**config.mk**
```make
export PLATFORM = sky130hd
export DESIGN_NAME = operand_stack
export DESIGN_NICKNAME = d
export VERILOG_FILES = /design/src/rtl/operand_stack.sv
export SDC_FILE = /design/constraint.sdc
export NUM_CORES = 1
export LEC_CHECK = 0
export ABC_AREA = 1
export BUFFER_PORTS_ARGS = -buffer_cell sky130_fd_sc_hd__buf_2
export CAP_MARGIN = 20
export CORE_ASPECT_RATIO = 0.8
export CORE_MARGIN = 4
export CORE_UTILIZATION = 55
export DETAILED_ROUTE_END_ITERATION = 8
export HOLD_SLACK_MARGIN = 0.1
export PLACE_DENSITY = 0.73
export SETUP_SLACK_MARGIN = 0.02
export SYNTH_ARGS = -nofsm -noshare
export SYNTH_HDL_FRONTEND = slang
export SYNTH_SLANG_ARGS = --single-unit
```
**constraint.sdc**
```tcl
create_clock -name clk -period 4.7 [get_ports clk]
set_input_delay 0.705 -clock clk [delete_from_list [all_inputs] [get_ports clk]]
set_output_delay 0.705 -clock clk [all_outputs]
set_load 0.02 [all_outputs]
```
**src/rtl/operand_stack.sv**
```systemverilog
// operand_stack -- LIFO operand stack that feeds the ALU.
//   tos/nos expose the two top entries as the ALU's b/a operands; a BINOP
//   pops both and pushes the ALU result (din) in a single cycle.
// Ports:
//   clk, rst_n        clock, asynchronous active-low reset
//   cmd_valid, cmd    command strobe and code (NOP/PUSH/POP/BINOP/DUP/SWAP)
//   din               push data or ALU result
//   err_clr           synchronous clear of the sticky error flags
//   tos, nos          entry at count-1 / count-2, zero when absent
//   count, empty, full  occupancy
//   ovf_err, unf_err  sticky overflow / underflow flags
module operand_stack #(
  parameter int unsigned WIDTH = 16,
  parameter int unsigned DEPTH = 16,
  parameter int unsigned CW    = $clog2(DEPTH) + 1
) (
  input  logic             clk,
  input  logic             rst_n,
  input  logic             cmd_valid,
  input  logic [2:0]       cmd,
  input  logic [WIDTH-1:0] din,
  input  logic             err_clr,
  output logic [WIDTH-1:0] tos,
  output logic [WIDTH-1:0] nos,
  output logic [CW-1:0]    count,
  output logic             empty,
  output logic             full,
  output logic             ovf_err,
  output logic             unf_err
);

  localparam int unsigned AW = $clog2(DEPTH);

  typedef enum logic [2:0] {
    OP_NOP   = 3'd0,
    OP_PUSH  = 3'd1,
    OP_POP   = 3'd2,
    OP_BINOP = 3'd3,
    OP_DUP   = 3'd4,
    OP_SWAP  = 3'd5,
    OP_RSV6  = 3'd6,
    OP_RSV7  = 3'd7
  } op_e;

  logic [WIDTH-1:0] mem [DEPTH];

  op_e           op;
  logic [AW-1:0] idx_n;   // slot just above the top
  logic [AW-1:0] idx_m1;  // top slot
  logic [AW-1:0] idx_m2;  // slot below the top
  logic          has1;
  logic          has2;
  logic          room;
  logic          do_push;
  logic          do_pop;
  logic          do_binop;
  logic          do_dup;
  logic          do_swap;
  logic          ovf_hit;
  logic          unf_hit;
  logic [CW-1:0] count_next;

  assign op = op_e'(cmd);

  // Indices wrap modulo DEPTH; when count==DEPTH the low bits are zero, so
  // idx_m1/idx_m2 still land on DEPTH-1/DEPTH-2.
  assign idx_n  = count[AW-1:0];
  assign idx_m1 = idx_n - AW'(1);
  assign idx_m2 = idx_n - AW'(2);

  assign has1 = (count != '0);
  assign has2 = (count >= CW'(2));
  assign room = (count < CW'(DEPTH));

  assign empty = ~has1;
  assign full  = (count == CW'(DEPTH));
  assign tos   = has1 ? mem[idx_m1] : '0;
  assign nos   = has2 ? mem[idx_m2] : '0;

  always_comb begin
    do_push    = 1'b0;
    do_pop     = 1'b0;
    do_binop   = 1'b0;
    do_dup     = 1'b0;
    do_swap    = 1'b0;
    ovf_hit    = 1'b0;
    unf_hit    = 1'b0;
    count_next = count;
    if (cmd_valid) begin
      unique case (op)
        OP_PUSH: begin
          do_push = room;
          ovf_hit = ~room;
        end
        OP_POP: begin
          do_pop  = has1;
          unf_hit = ~has1;
        end
        OP_BINOP: begin
          do_binop = has2;
          unf_hit  = ~has2;
        end
        OP_DUP: begin
          do_dup  = has1 & room;
          unf_hit = ~has1;
          ovf_hit = has1 & ~room;
        end
        OP_SWAP: begin
          do_swap = has2;
          unf_hit = ~has2;
        end
        default: ;
      endcase
    end
    if (do_push || do_dup)
      count_next = count + CW'(1);
    else if (do_pop || do_binop)
      count_next = count - CW'(1);
  end

  // Storage deliberately has no reset; only count defines validity.
  always_ff @(posedge clk) begin
    if (do_push)
      mem[idx_n] <= din;
    if (do_dup)
      mem[idx_n] <= mem[idx_m1];
    if (do_binop)
      mem[idx_m2] <= din;
    if (do_swap) begin
      mem[idx_m1] <= mem[idx_m2];
      mem[idx_m2] <= mem[idx_m1];
    end
  end

  // A new error in the same cycle as err_clr takes precedence.
  always_ff @(posedge clk or negedge rst_n) begin
    if (!rst_n) begin
      count   <= '0;
      ovf_err <= 1'b0;
      unf_err <= 1'b0;
    end else begin
      count   <= count_next;
      ovf_err <= ovf_hit | (ovf_err & ~err_clr);
      unf_err <= unf_hit | (unf_err & ~err_clr);
    end
  end

endmodule

```
==> results by group <==
Route
  • WL final: around 61 mm
  • DR vias/cell: around 6.4
  • Vias: 18163
  • Antenna viol nets, final: 0
  • Detailed Routing Iterations Pass 1: 7
  • DR WL/cell: 21.5 um
  • DRC violations left: 0
  • DR iter-0 viols: 2619

Synth
  • Post-synth top cells: nand2_1, nand3_1, edfxtp_1
  • Top-area cell type share of the netlist area: between 40% and 50%
  • FF+latch count, synth: 263
  • Ys flop type: edfxtp_1
  • Syn_nets: 2503
  • Post-synthesis cell count: approximately 2500
  • Cell taking the most area after synthesis: edfxtp_1
  • Syn Area/Cell: 7.39 um2
  • Yosys warns: 0
  • Top-count cell post-synth: nand2_1
  • Post-synth EDFFs: roughly 260
  • Yosys cell types: 36
  • Async SR Flop Fraction: ~2.7%
  • Post-synthesis sequential area ratio: between 40% and 50%
  • Area contributors post-synth: edfxtp_1, nand2_1, nand3_1, o21ai_0, o211ai_1
  • Synthesized cell area: 18300 um2

Power
  • Sw frac: approximately 56%
  • Seq pwr share: between 10% and 20%
  • Sw Pwr: between 8 and 9 mW
  • Leakage: between 8 and 9 nW
  • Max VDD drop: between 0.0009 and 0.001 V
  • Clock share of power: between 15 and 20%
  • Int Pwr: around 6.6 mW
  • Power density cells: between 700 and 800 nW/um2
  • Combinational power share: around 65%

Floorplan
  • # rows: between 50 and 60
  • Initial Util: a little under three fifths
  • Ports: 64
  • Die ar.: approximately 36000 um2
  • Core footprint: ~33000 um2
  • Die H: 171 um
  • Die X: between 200 and 250 um

Clock network
  • H-Tree Depth: 1
  • CTS Sinks: about 260
  • Root Driver: clkbuf_16
  • Clock transition at path regs: about 0.060 ns
  • Clock Path Buffers: 3
  • Total CTS buffers: 29
  • Clk Latency, worst-skew pair: roughly 0.58 ns
  • CTS tree: done

STA
  • Fmax: between 200 and 250 MHz
  • Tmin final: around 4.5 ns
  • Clock Skew: about 0.020 ns
  • Hold Fails Final Rpt: 0
  • Setup WS post-layout: 0.176 ns
  • Total negative slack: 0 ns
  • Relative slew margins: about a third
  • Worst slew pin tran: ~1 ns
  • Unrepaired setup endpoints after global routing: no
  • Final slew viol count: 0
  • Setup violations, final: 0
  • Period utilization: a little under 100%

Place
  • Placed cell area: between 15000 and 20000 um2
  • Placed cell count: about 2800
  • Hpwl dp: approximately 40 mm
  • Dpl ws: roughly 0.69 ns
  • Gp weighted congestion: between 0.9 and 1
  • Port bufs: 63

Final layout
  • Post-route cell area: between 15000 and 20000 um2
  • Layout cell share with drive strength beyond 1: about a tenth
  • Number of diodes: 0
  • Nets: around 2400
  • Area growth syn-to-layout: 6.28%
  • Layout Cells excl Fill: 2852
  • Fillers: slightly below 3000

Global route
  • First-pass GRT wire length: about 95 mm
  • Total track usage: between 30% and 40%
  • Grt total ovfl: 0
  • Largest net degree at the start of global routing: just over 200
  • Number of global-route vias before repair: ~17000
  • Initial antenna violation count: 0

Worst setup path
  • Critical path class: flip-flop to output pin
  • Crit path max fanout: 35
  • Crit-path slowest cell: dfrtp_4
  • CP Cell Sequence: inv_1 > ha_4 > clkinv_1 > buf_4 > o211ai_1 > nand2_1 > nand2_1 > nand2_1 > nor2_1 > nor2_1 > buf_2
  • Arrival time worst endpoint: between 3 and 4 ns
  • Worst endpoint required time: around 4 ns
  • Critical path startpoint category: flip-flop
  • Crit. End Element: output pin
  • Critical path's most frequent cell: nand2_1
  • CP max stage delay: approximately 0.5 ns

Hold path
  • Min-Delay Path Class: primary input to flip-flop

Outcome
  • Outcome: complete, no violations

Job
  • Maxcap violations: 0
cells in the final DEF, fill, tap and decap left out, types with 2 or more instances in the layout:
cell and n:
inv_1 169, clkbuf_8 4, nor2_2 7, buf_12 2, o211ai_1 120, buf_2 63, o21ai_1 7, nor2_4 2
nand2_2 29, xor2_1 4, nor3_1 3, nand2_1 872, clkinv_2 9, o21ai_2 11, nor2_1 60, nand3_1 341
o21bai_4 6, o21ai_0 188, dfrtp_4 2, a21oi_1 148, nand3_2 21, o21bai_2 8, inv_2 2, buf_4 23
dfrtp_1 5, clkinv_1 6, clkbuf_16 29, edfxtp_1 256, ha_1 6, nor2_8 2, clkbuf_1 4, bufinv_16 4
kinds of logic (layout without fill, tap and decap cells):
family                     after synthesis  count (layout)  share of synthesized area, %
and+or+nand+nor                       1340            1340                          31.4
AOI/OAI and AO/OA                      490             490                          15.9
buffers and inverters                  368             320                          8.96
DFF                                    263             263                          43.0
adders and majority gates                7               7                         0.479
xor gates and xnor gates                 5               5                         0.342
power by group through the flow:
| stage | clock network, mW | registers (mW) | logic, mW |
|---|---|---|---|
| 6_report | 2.42 | 2.91 | 9.71 |
| 5_1_grt | 2.51 | 2.92 | 10.4 |
| 4_1_cts | 2.40 | 2.91 | 9.47 |
| 3_5_place_dp | 0 | 2.96 | 9.43 |
| 3_3_place_gp | 0 | 2.95 | 9.31 |
| 2_1_floorplan | 0 | 2.95 | 6.63 |
path summary, 6_finish.rpt:
| path | to | cells past startpoint | start | slack (ns) |
|---|---|---|---|---|
| worst max-delay path | tos[8] | 11 | count[1]$_DFFE_PN0P_ | 0.18 |
| worst min-delay path | unf_err$_DFF_PN0_ | 2 | err_clr | 0.34 |
| worst max register to register | mem[0][1]$_DFFE_PP_ | 8 | count[1]$_DFFE_PN0P_ | 0.46 |
| worst min register to register | unf_err$_DFF_PN0_ | 2 | unf_err$_DFF_PN0_ | 0.52 |
| max in group asynchronous | count[0]$_DFFE_PN0P_ | 2 | rst_n | 3.99 |
| min in group asynchronous | ovf_err$_DFF_PN0_ | 2 | rst_n | 0.51 |
state kept, by name (all words and copies together) (netlist names):
name     count
unf_err      1
count        5
mem        256
ovf_err      1
worst max-delay path: cells and delay by family, from the launching register on:
kind                     cells  cell delay, ns
adder cells (fa/ha/maj)      1            0.41
buffers and inverters        4            1.40
AND/OR/NAND/NOR              5            0.74
flip-flops                   1            0.50
AO/OA/AOI/OAI                1            0.19
per-stage QoR:
stage	hold slack, ns	power, mW	util (%)
floorplan	0.409	9.58	-
global placement	0.508	12.3	56.5
detailed placement	0.511	12.4	56.5
CTS	0.334	14.8	59.6
global route	0.352	15.9	59.6
finish	0.343	15.0	59.6
layout make-up:
type | instances | area (um2) | area share [%]
flip-flops and latches | 263 | 7870 | 40.5
clock inverters | 17 | 189 | 0.972
clock buffers | 37 | 796 | 4.09
repair buffers | 89 | 538 | 2.77
well taps | 427 | 534 | 2.75
inverters | 177 | 674 | 3.47
multi-input cells | 1842 | 8830 | 45.4
what timing repair did:
action,in CTS,in global routing
gates resized for setup,0,1
setup endpoints to repair,0,1
buffers inserted,0,0
hold endpoints to repair,7,0
hold buffers,1,0
metal layers:
metal	up-vias	part of all wire, %	global-route usage (%)
met2	1320	45	52.2
met5	-	0	0
met4	0	4.6	15.9
met3	217	12	5.88
met1	8407	38	44.6
li1	8219	-	-
No activity file was read; power rests on OpenSTA's default activity.
